### src/rtl/util_rst_seq.sv
// util_rst_seq: reset sequencer for the root of a clock domain.
// It merges an external reset request, a PLL/MMCM locked flag and a soft-reset
// pulse. After a minimum quiet period it releases NUM_STAGES reset outputs one
// at a time, with STAGE_DELAY cycles between releases. Any new reset source
// reasserts every stage at once.
//
//   state     | meaning
//   ----------+-----------------------------------------------------------
//   S_ASSERT  | all stages asserted; waiting for HOLD_CYCLES quiet cycles
//   S_RELEASE | stage 0 released; releasing the rest every STAGE_DELAY
//   S_RUN     | all stages released; stays here until a source fires
module util_rst_seq #(
  parameter int unsigned NUM_STAGES   = 3,
  parameter int unsigned HOLD_CYCLES  = 16,
  parameter int unsigned STAGE_DELAY  = 8,
  parameter int unsigned SYNC_FF      = 2,
  parameter string       OUT_POLARITY = "ACTIVE_HIGH"
) (
  input  logic                  clk,
  input  logic                  rst,
  input  logic                  ext_rst_in,
  input  logic                  locked,
  input  logic                  soft_rst,
  output logic [NUM_STAGES-1:0] rst_out,
  output logic                  busy,
  output logic                  done
);

  localparam int unsigned HW = $clog2(HOLD_CYCLES + 1);
  localparam int unsigned DW = $clog2(STAGE_DELAY + 1);
  localparam int unsigned SW = $clog2(NUM_STAGES + 1);

  localparam logic [HW-1:0] HOLD_TC = HW'(HOLD_CYCLES - 1);
  localparam logic [DW-1:0] DLY_TC  = DW'(STAGE_DELAY - 1);
  localparam logic [SW-1:0] LAST_IX = SW'(NUM_STAGES - 1);

  // Asserted level of a stage. The output register is kept in output
  // polarity so that rst_out comes straight from a flop.
  localparam logic ASRT = (OUT_POLARITY == "ACTIVE_LOW") ? 1'b0 : 1'b1;

  typedef enum logic [1:0] {
    S_ASSERT  = 2'd0,
    S_RELEASE = 2'd1,
    S_RUN     = 2'd2
  } state_t;

  state_t                r_state;
  logic [HW-1:0]         r_hold_cnt;
  logic [DW-1:0]         r_dly_cnt;
  logic [SW-1:0]         r_stage_idx;
  logic [NUM_STAGES-1:0] r_rst_out;
  logic                  r_busy;
  logic                  r_done;
  logic [SYNC_FF-1:0]    r_ext_sync;
  logic [SYNC_FF-1:0]    r_lock_sync;
  logic                  w_src_active;

  // Synchronizers. The presets make both async inputs read as "in reset"
  // until real samples have passed through the chain.
  always_ff @(posedge clk or posedge rst) begin
    if (rst) begin
      r_ext_sync  <= '1;
      r_lock_sync <= '0;
    end else begin
      r_ext_sync  <= {r_ext_sync[SYNC_FF-2:0], ext_rst_in};
      r_lock_sync <= {r_lock_sync[SYNC_FF-2:0], locked};
    end
  end

  assign w_src_active = r_ext_sync[SYNC_FF-1] | ~r_lock_sync[SYNC_FF-1] | soft_rst;

  // Sequencer FSM. Any active source overrides every state and every
  // scheduled release.
  always_ff @(posedge clk or posedge rst) begin
    if (rst) begin
      r_state     <= S_ASSERT;
      r_hold_cnt  <= '0;
      r_dly_cnt   <= '0;
      r_stage_idx <= '0;
      r_rst_out   <= {NUM_STAGES{ASRT}};
      r_busy      <= 1'b1;
      r_done      <= 1'b0;
    end else begin
      r_done <= 1'b0;
      if (w_src_active) begin
        r_state     <= S_ASSERT;
        r_hold_cnt  <= '0;
        r_dly_cnt   <= '0;
        r_stage_idx <= '0;
        r_rst_out   <= {NUM_STAGES{ASRT}};
        r_busy      <= 1'b1;
      end else begin
        case (r_state)
          S_ASSERT: begin
            if (r_hold_cnt == HOLD_TC) begin
              r_hold_cnt   <= '0;
              r_rst_out[0] <= ~ASRT;
              if (NUM_STAGES == 1) begin
                r_state <= S_RUN;
                r_busy  <= 1'b0;
                r_done  <= 1'b1;
              end else begin
                r_state     <= S_RELEASE;
                r_stage_idx <= SW'(1);
                r_dly_cnt   <= '0;
              end
            end else begin
              r_hold_cnt <= r_hold_cnt + 1'b1;
            end
          end
          S_RELEASE: begin
            if (r_dly_cnt == DLY_TC) begin
              r_dly_cnt <= '0;
              for (int k = 0; k < NUM_STAGES; k++) begin
                if (r_stage_idx == SW'(k)) r_rst_out[k] <= ~ASRT;
              end
              if (r_stage_idx == LAST_IX) begin
                r_state <= S_RUN;
                r_busy  <= 1'b0;
                r_done  <= 1'b1;
              end else begin
                r_stage_idx <= r_stage_idx + 1'b1;
              end
            end else begin
              r_dly_cnt <= r_dly_cnt + 1'b1;
            end
          end
          S_RUN: begin
            r_busy <= 1'b0;
          end
          default: begin
            r_state <= S_ASSERT;
          end
        endcase
      end
    end
  end

  assign rst_out = r_rst_out;
  assign busy    = r_busy;
  assign done    = r_done;

endmodule

### config.mk
export PLATFORM = sky130hd
export DESIGN_NAME = util_rst_seq
export DESIGN_NICKNAME = d
export VERILOG_FILES = /design/src/rtl/util_rst_seq.sv
export SDC_FILE = /design/constraint.sdc
export NUM_CORES = 1
export LEC_CHECK = 0
export BUFFER_PORTS_ARGS = -buffer_cell sky130_fd_sc_hd__buf_2
export CORE_MARGIN = 2
export CORE_UTILIZATION = 25
export CTS_CLUSTER_DIAMETER = 150
export CTS_CLUSTER_SIZE = 28
export DETAILED_ROUTE_END_ITERATION = 6
export PLACE_DENSITY_LB_ADDON = 0.1
export SLEW_MARGIN = 20
export SYNTH_ARGS = -nofsm -noshare
export SYNTH_HDL_FRONTEND = slang
export SYNTH_SLANG_ARGS = --single-unit
### constraint.sdc
create_clock -name clk -period 1.8 [get_ports clk]
set_input_delay 0 -clock clk [delete_from_list [all_inputs] [get_ports clk]]
set_output_delay 0 -clock clk [all_outputs]
set_load 0.01 [all_outputs]
Word-level counts from Yosys, hierarchy flattened
Index checks and enable logic that the tools add are counted.
{"block": "word_totals", "rom_bits": 0, "elab_cells": 76, "ramBits": 0, "regBits": 22, "inputBits": 5, "latchBits": 0, "memories": 0}
{"block": "classes", "muxes": 31, "n_eq_ne": 12, "div_mod_pow": 0, "n_addsub": 3, "n_mul": 0, "n_lt_le_gt_ge": 0, "shift": 0, "reduce_logical": 16, "bitwise_logic": 3}
{"cell": "$mux 2", "n": 8}
{"cell": "$mux 5", "n": 3}
{"cell": "$ne 3x3->1 const B", "n": 5}
{"cell": "$mux 4", "n": 3}
{"cell": "$reduce_and 4->1", "n": 3}
{"cell": "$mux 1", "n": 10}
{"cell": "$reduce_bool 2->1", "n": 5}
{"cell": "$reduce_and 3->1", "n": 3}
{"cell": "$pmux 4 s2", "n": 1}
{"cell": "$mux 3", "n": 2}
{"cell": "$pmux 2 s3", "n": 1}
{"cell": "$reduce_bool 3->1", "n": 2}
{"cell": "$add 5x1->5 const B", "n": 1}
{"cell": "$eq 5x4->1 const B", "n": 1}
{"cell": "$add 4x1->4 const B", "n": 1}
{"cell": "$eq 2x1->1 const B", "n": 2}
{"cell": "$eq 2x2->1 const B", "n": 2}
{"cell": "$eq 4x3->1 const B", "n": 1}
{"cell": "$logic_not 2->1", "n": 2}
{"cell": "$pmux 1 s2", "n": 2}
{"cell": "$pmux 2 s2", "n": 1}
{"cell": "$add 2x1->2 const B", "n": 1}
{"cell": "$ne 2x2->1 const B", "n": 1}
{"cell": "$or 1x1->1", "n": 2}
{"cell": "other kinds (2)", "n": 2}

Depth between registers and ports, before layout
{"block": "logic_depth", "ltp_word": 5, "mapped_depth": 5}

Worst setup path after synthesis
OpenSTA, ideal clock, no wires.
{"block": "synth_timing", "path_kind": "reg-to-reg", "from": "register r_stage_idx[0]", "to": "register r_stage_idx[1]", "arrival_ns": 1.278, "required_time_ns": 1.668, "setup_slack_ns": 0.391, "period_less_slack_ns": 1.409, "n_path_buf": 0, "stages_incl_launch_ff": 6, "path_cell_list": "dfrtp_1 -> inv_1 -> ha_1 -> and4bb_2 -> mux2i_1 -> a211oi_2"}
{"block": "synth_via", "elab_chain_len": 5}
{"item": "start: declaration", "line_no": "50", "text": "logic [SW-1:0] r_stage_idx;"}
{"item": "start signal: assignment", "line_no": "122", "text": "r_stage_idx <= r_stage_idx + 1'b1;"}
{"item": "$add 2x1->2", "line_no": "122"}
{"item": "$mux 2", "line_no": "117", "text": "if (r_stage_idx == LAST_IX) begin"}
{"item": "$mux 2", "line_no": "112", "text": "if (r_dly_cnt == DLY_TC) begin"}
{"item": "$pmux 2 s2", "line_no": "93", "text": "case (r_state)"}
{"item": "$mux 2", "line_no": "85", "text": "if (w_src_active) begin"}
Parallel ways exist; a longest one is shown, timed or not. The select of a mux whose other input is x is not followed.
A chain may end at the register's enable or synchronous reset.

Final worst setup path
{"block": "layout_timing", "from": "register r_dly_cnt[0]", "to": "register r_dly_cnt[3]"}
{"block": "layout_via", "elab_chain_len": 4}
{"item": "start: declaration", "line_no": "49", "text": "logic [DW-1:0] r_dly_cnt;"}
{"item": "start signal: assignment", "line_no": "125", "text": "r_dly_cnt <= r_dly_cnt + 1'b1;"}
{"item": "$add 4x1->4 or $eq 4x3->1 (tied branches)", "line_no": "125, 112"}
{"item": "$mux 4 *", "line_no": "112"}
{"item": "$pmux 4 s2 *", "line_no": "93"}
{"item": "$mux 4 *", "line_no": "85"}
Every way passes the cells marked *; elsewhere a longest branch is shown, timed or not.

==> results.py <==
metrics = {
    "outcome": {
        "outcome": "finished, final reports clean",
    },
    "synthesis": {
        "yosysTopAreaCell": "dfrtp_1",
        "synth_edf_count": 0,
        "synth_area_um2": 1100,
        "synth-seq-cells": 22,
        "synth.avg_cell_area_um2": 11.4,
        "synth_flop_cell": "dfrtp_1",
        "yosysUniqueCellTypes": 33,
        "async_reset_ff_share_pct": 100,
        "synth_top_cell_area_share_pct": 36.4,
        "synth_warnings": 0,
        "synthCells": 96,
        "ys_top_cells_by_area": "dfrtp_1 (36%), dfstp_2 (14%), ha_1 (5.7%)",
        "synth_nets": 106,
        "ys_seq_area_share_pct": 50.8,
    },
    "finish": {
        "final_common_cell": "dfrtp_1",
        "nNetsFinal": 122,
        "drive_gt1_share_pct": 24.3,
        "syn_to_final_growth_pct": 17.8,
        "utilization_pct": 30.1,
        "diodes": 0,
        "layout_common_cells": "dfrtp_1 (16), buf_2 (9), dfstp_2 (6)",
    },
    "clock_network": {
        "cts_tree": "yes",
        "ctsResizeCount": 0,
        "root_buffer": "clkbuf_8",
        "cts_buffers": 3,
        "cts_max_level": 1,
        "clk_pin_slew_ns": 0.08,
        "clk_path_buf_depth": 2,
        "clk-insertion-delay-late_ns": 0.26,
        "cts.sink_count": 22,
    },
    "drt": {
        "drtAntennaViolNets": 0,
        "drt-pass1-iter-count": 4,
        "viasPerCell": 4.69,
        "drcViolationCount": 0,
        "wl_um": 2220,
        "drt_first_iter_violations": 42,
        "post_drt_wl_per_cell_um": 13.6,
        "via_count": 764,
    },
    "floorplanning": {
        "initial_core_util_pct": 25.6,
        "core_um2": 4290,
        "dieArea_um2": 4940,
        "core.rowCount": 24,
        "io_pins": 10,
        "die_h_um": 70.3,
        "die_w_um": 70.3,
    },
    "timing": {
        "finalHoldViolations": 0,
        "worstMarginPinSlew_ns": 0.542,
        "holdWs_ns": 0.00772,
        "final-setup-viol-count": 0,
        "fin_crit_ns": 1.55,
        "relSlewSlack_pct": 63.9,
        "drv_slew": 0,
        "tns_ns": 0,
        "max_clock_freq_mhz": 644,
        "clock_skew_ns": 0.00446,
        "finalCritPeriodShare_pct": 86.2,
        "rsz0062_at_grt": "no",
        "setup_ws_ns": 0.248,
    },
    "placed_design": {
        "post-dp-hpwl_um": 1580,
        "finalWeightedCongestion": 0.750,
        "portBuffers": 9,
        "pre_cts_slack_ns": 0.241,
    },
    "hold_path": {
        "min_path_type": "in2reg",
    },
    "global_route": {
        "grtUsageTotal_pct": 10.5,
        "use_met3_pct": 1.73,
        "grt_overflow": 0,
        "grt_pass1_wl_um": 4000,
        "grt_pass1_vias": 814,
        "antenna_found_initial": 0,
        "met2_usage_pct": 16.8,
        "grt.busiest_layer": "met2",
        "met1_usage_pct": 13.7,
        "grt_start_max_net_pins": 23,
    },
    "worst_setup_path": {
        "required_ns": 1.96,
        "cp-start-kind": "flop",
        "cp_data_arrival_time_ns": 1.71,
        "endpoint_kind": "flop",
        "cpMaxStageDelayCell": "dfrtp_1",
        "cp_max_fo": 5,
        "path_buf_inv": 0,
        "worstPathCellList": "ha_1 -> nor4b_1 -> mux2i_1 -> a221oi_1",
        "crit_family": "flip-flops",
        "crit_type": "reg2reg",
        "max_stage_delay_ns": 0.44,
    },
    "pwr": {
        "p_per_area_nw_per_um2": 693,
        "peakVddDrop_uv": 321,
        "p_leak_nw": 0.559,
    },
    "job": {
        "cap_violations": 0,
    },
}
[cell type report]
class | instances | area (um^2)
Fill cell | 436 | 3000
Multi-Input combinational cell | 64 | 492
Clock buffer | 4 | 55.1
Sequential cell | 22 | 558
Inverter | 5 | 18.8
Timing Repair Buffer | 16 | 105
Tap cell | 52 | 65.1
[state kept, by name, summed over array words and instances (netlist names)]
| name | cells |
|---|---|
| r_hold_cnt | 5 |
| r_dly_cnt | 4 |
| rst_out | 3 |
| r_ext_sync | 2 |
| r_lock_sync | 2 |
| r_stage_idx | 2 |
| r_state | 2 |
| busy | 1 |
| done | 1 |
[tightest hold or removal path: stages]
cell     delay [ns]
buf_2          0.08
nor3b_1        0.07
o21ai_0        0.08
[routing by layer]
| metal | up-vias | share of wire (%) |
|---|---|---|
| met5 | - | 0 |
| met4 | 0 | 2.3 |
| met3 | 4 | 2.0 |
| met2 | 10 | 47 |
| met1 | 370 | 49 |
| li1 | 380 | - |
[where the power goes]
| part | switching, W | internal (W) |
|---|---|---|
| clock network | 0.000165 | 0.000195 |
| logic | 0.0000193 | 0.0000129 |
| registers | 0.00000286 | 0.000502 |
| total | 0.000187 | 0.000710 |
[cells by family (layout without fill, tap and decap cells)]
logic type / Yosys count / count (layout) / synth area share (%)
buffers and inverters: 10 / 25 / 4.44
flip-flops: 22 / 22 / 50.8
adder cells (fa/ha/maj): 5 / 5 / 5.69
AND/OR/NAND/NOR: 30 / 30 / 19.6
AO/OA/AOI/OAI: 25 / 25 / 16.1
XOR/XNOR: 2 / 2 / 1.59
multiplexers: 2 / 2 / 1.82
[cell usage after synthesis, drive strengths merged, types with 2 or more instances]
master  instances
a21o            4
a21oi           5
a221oi          2
a311oi          2
a31oi           2
a41oi           2
and3            2
and3b           2
buf             4
dfrtp          16
dfstp           6
ha              5
inv             5
mux2i           2
nand2           5
nand3           5
nor2            4
nor2b           3
nor3b           3
nor4b           2
o21ai           4
xnor2           2
[final timing paths]
check,startpoint,endpoint,slack (ns),cells past startpoint
max in group asynchronous,rst,rst_out[0],1.21,4
worst max-delay path,r_dly_cnt[0],r_dly_cnt[3],0.25,4
worst min register to register,r_ext_sync[0],r_ext_sync[1],0.36,0
worst max register to register,r_dly_cnt[0],r_dly_cnt[3],0.25,4
worst min-delay path,soft_rst,rst_out[0],0.008,3
min in group asynchronous,rst,r_lock_sync[0],0.31,4
[stage by stage]
step | power (W) | cells | area [um^2]
final | 0.000897 | 163 | 1290
after global routing | 0.000945 | 163 | 1290
after CTS | 0.000915 | 163 | 1290
after detailed placement | 0.000543 | 156 | 1210
after global placement | 0.000543 | 156 | 1210
after floorplan | 0.000530 | 96 | 1100
[repair_timing]
item,4_1_cts,5_1_grt
hold buffers,3,0
hold endpoints to repair,18,0
buffers inserted,0,0
(Power assumes the default switching activity.)
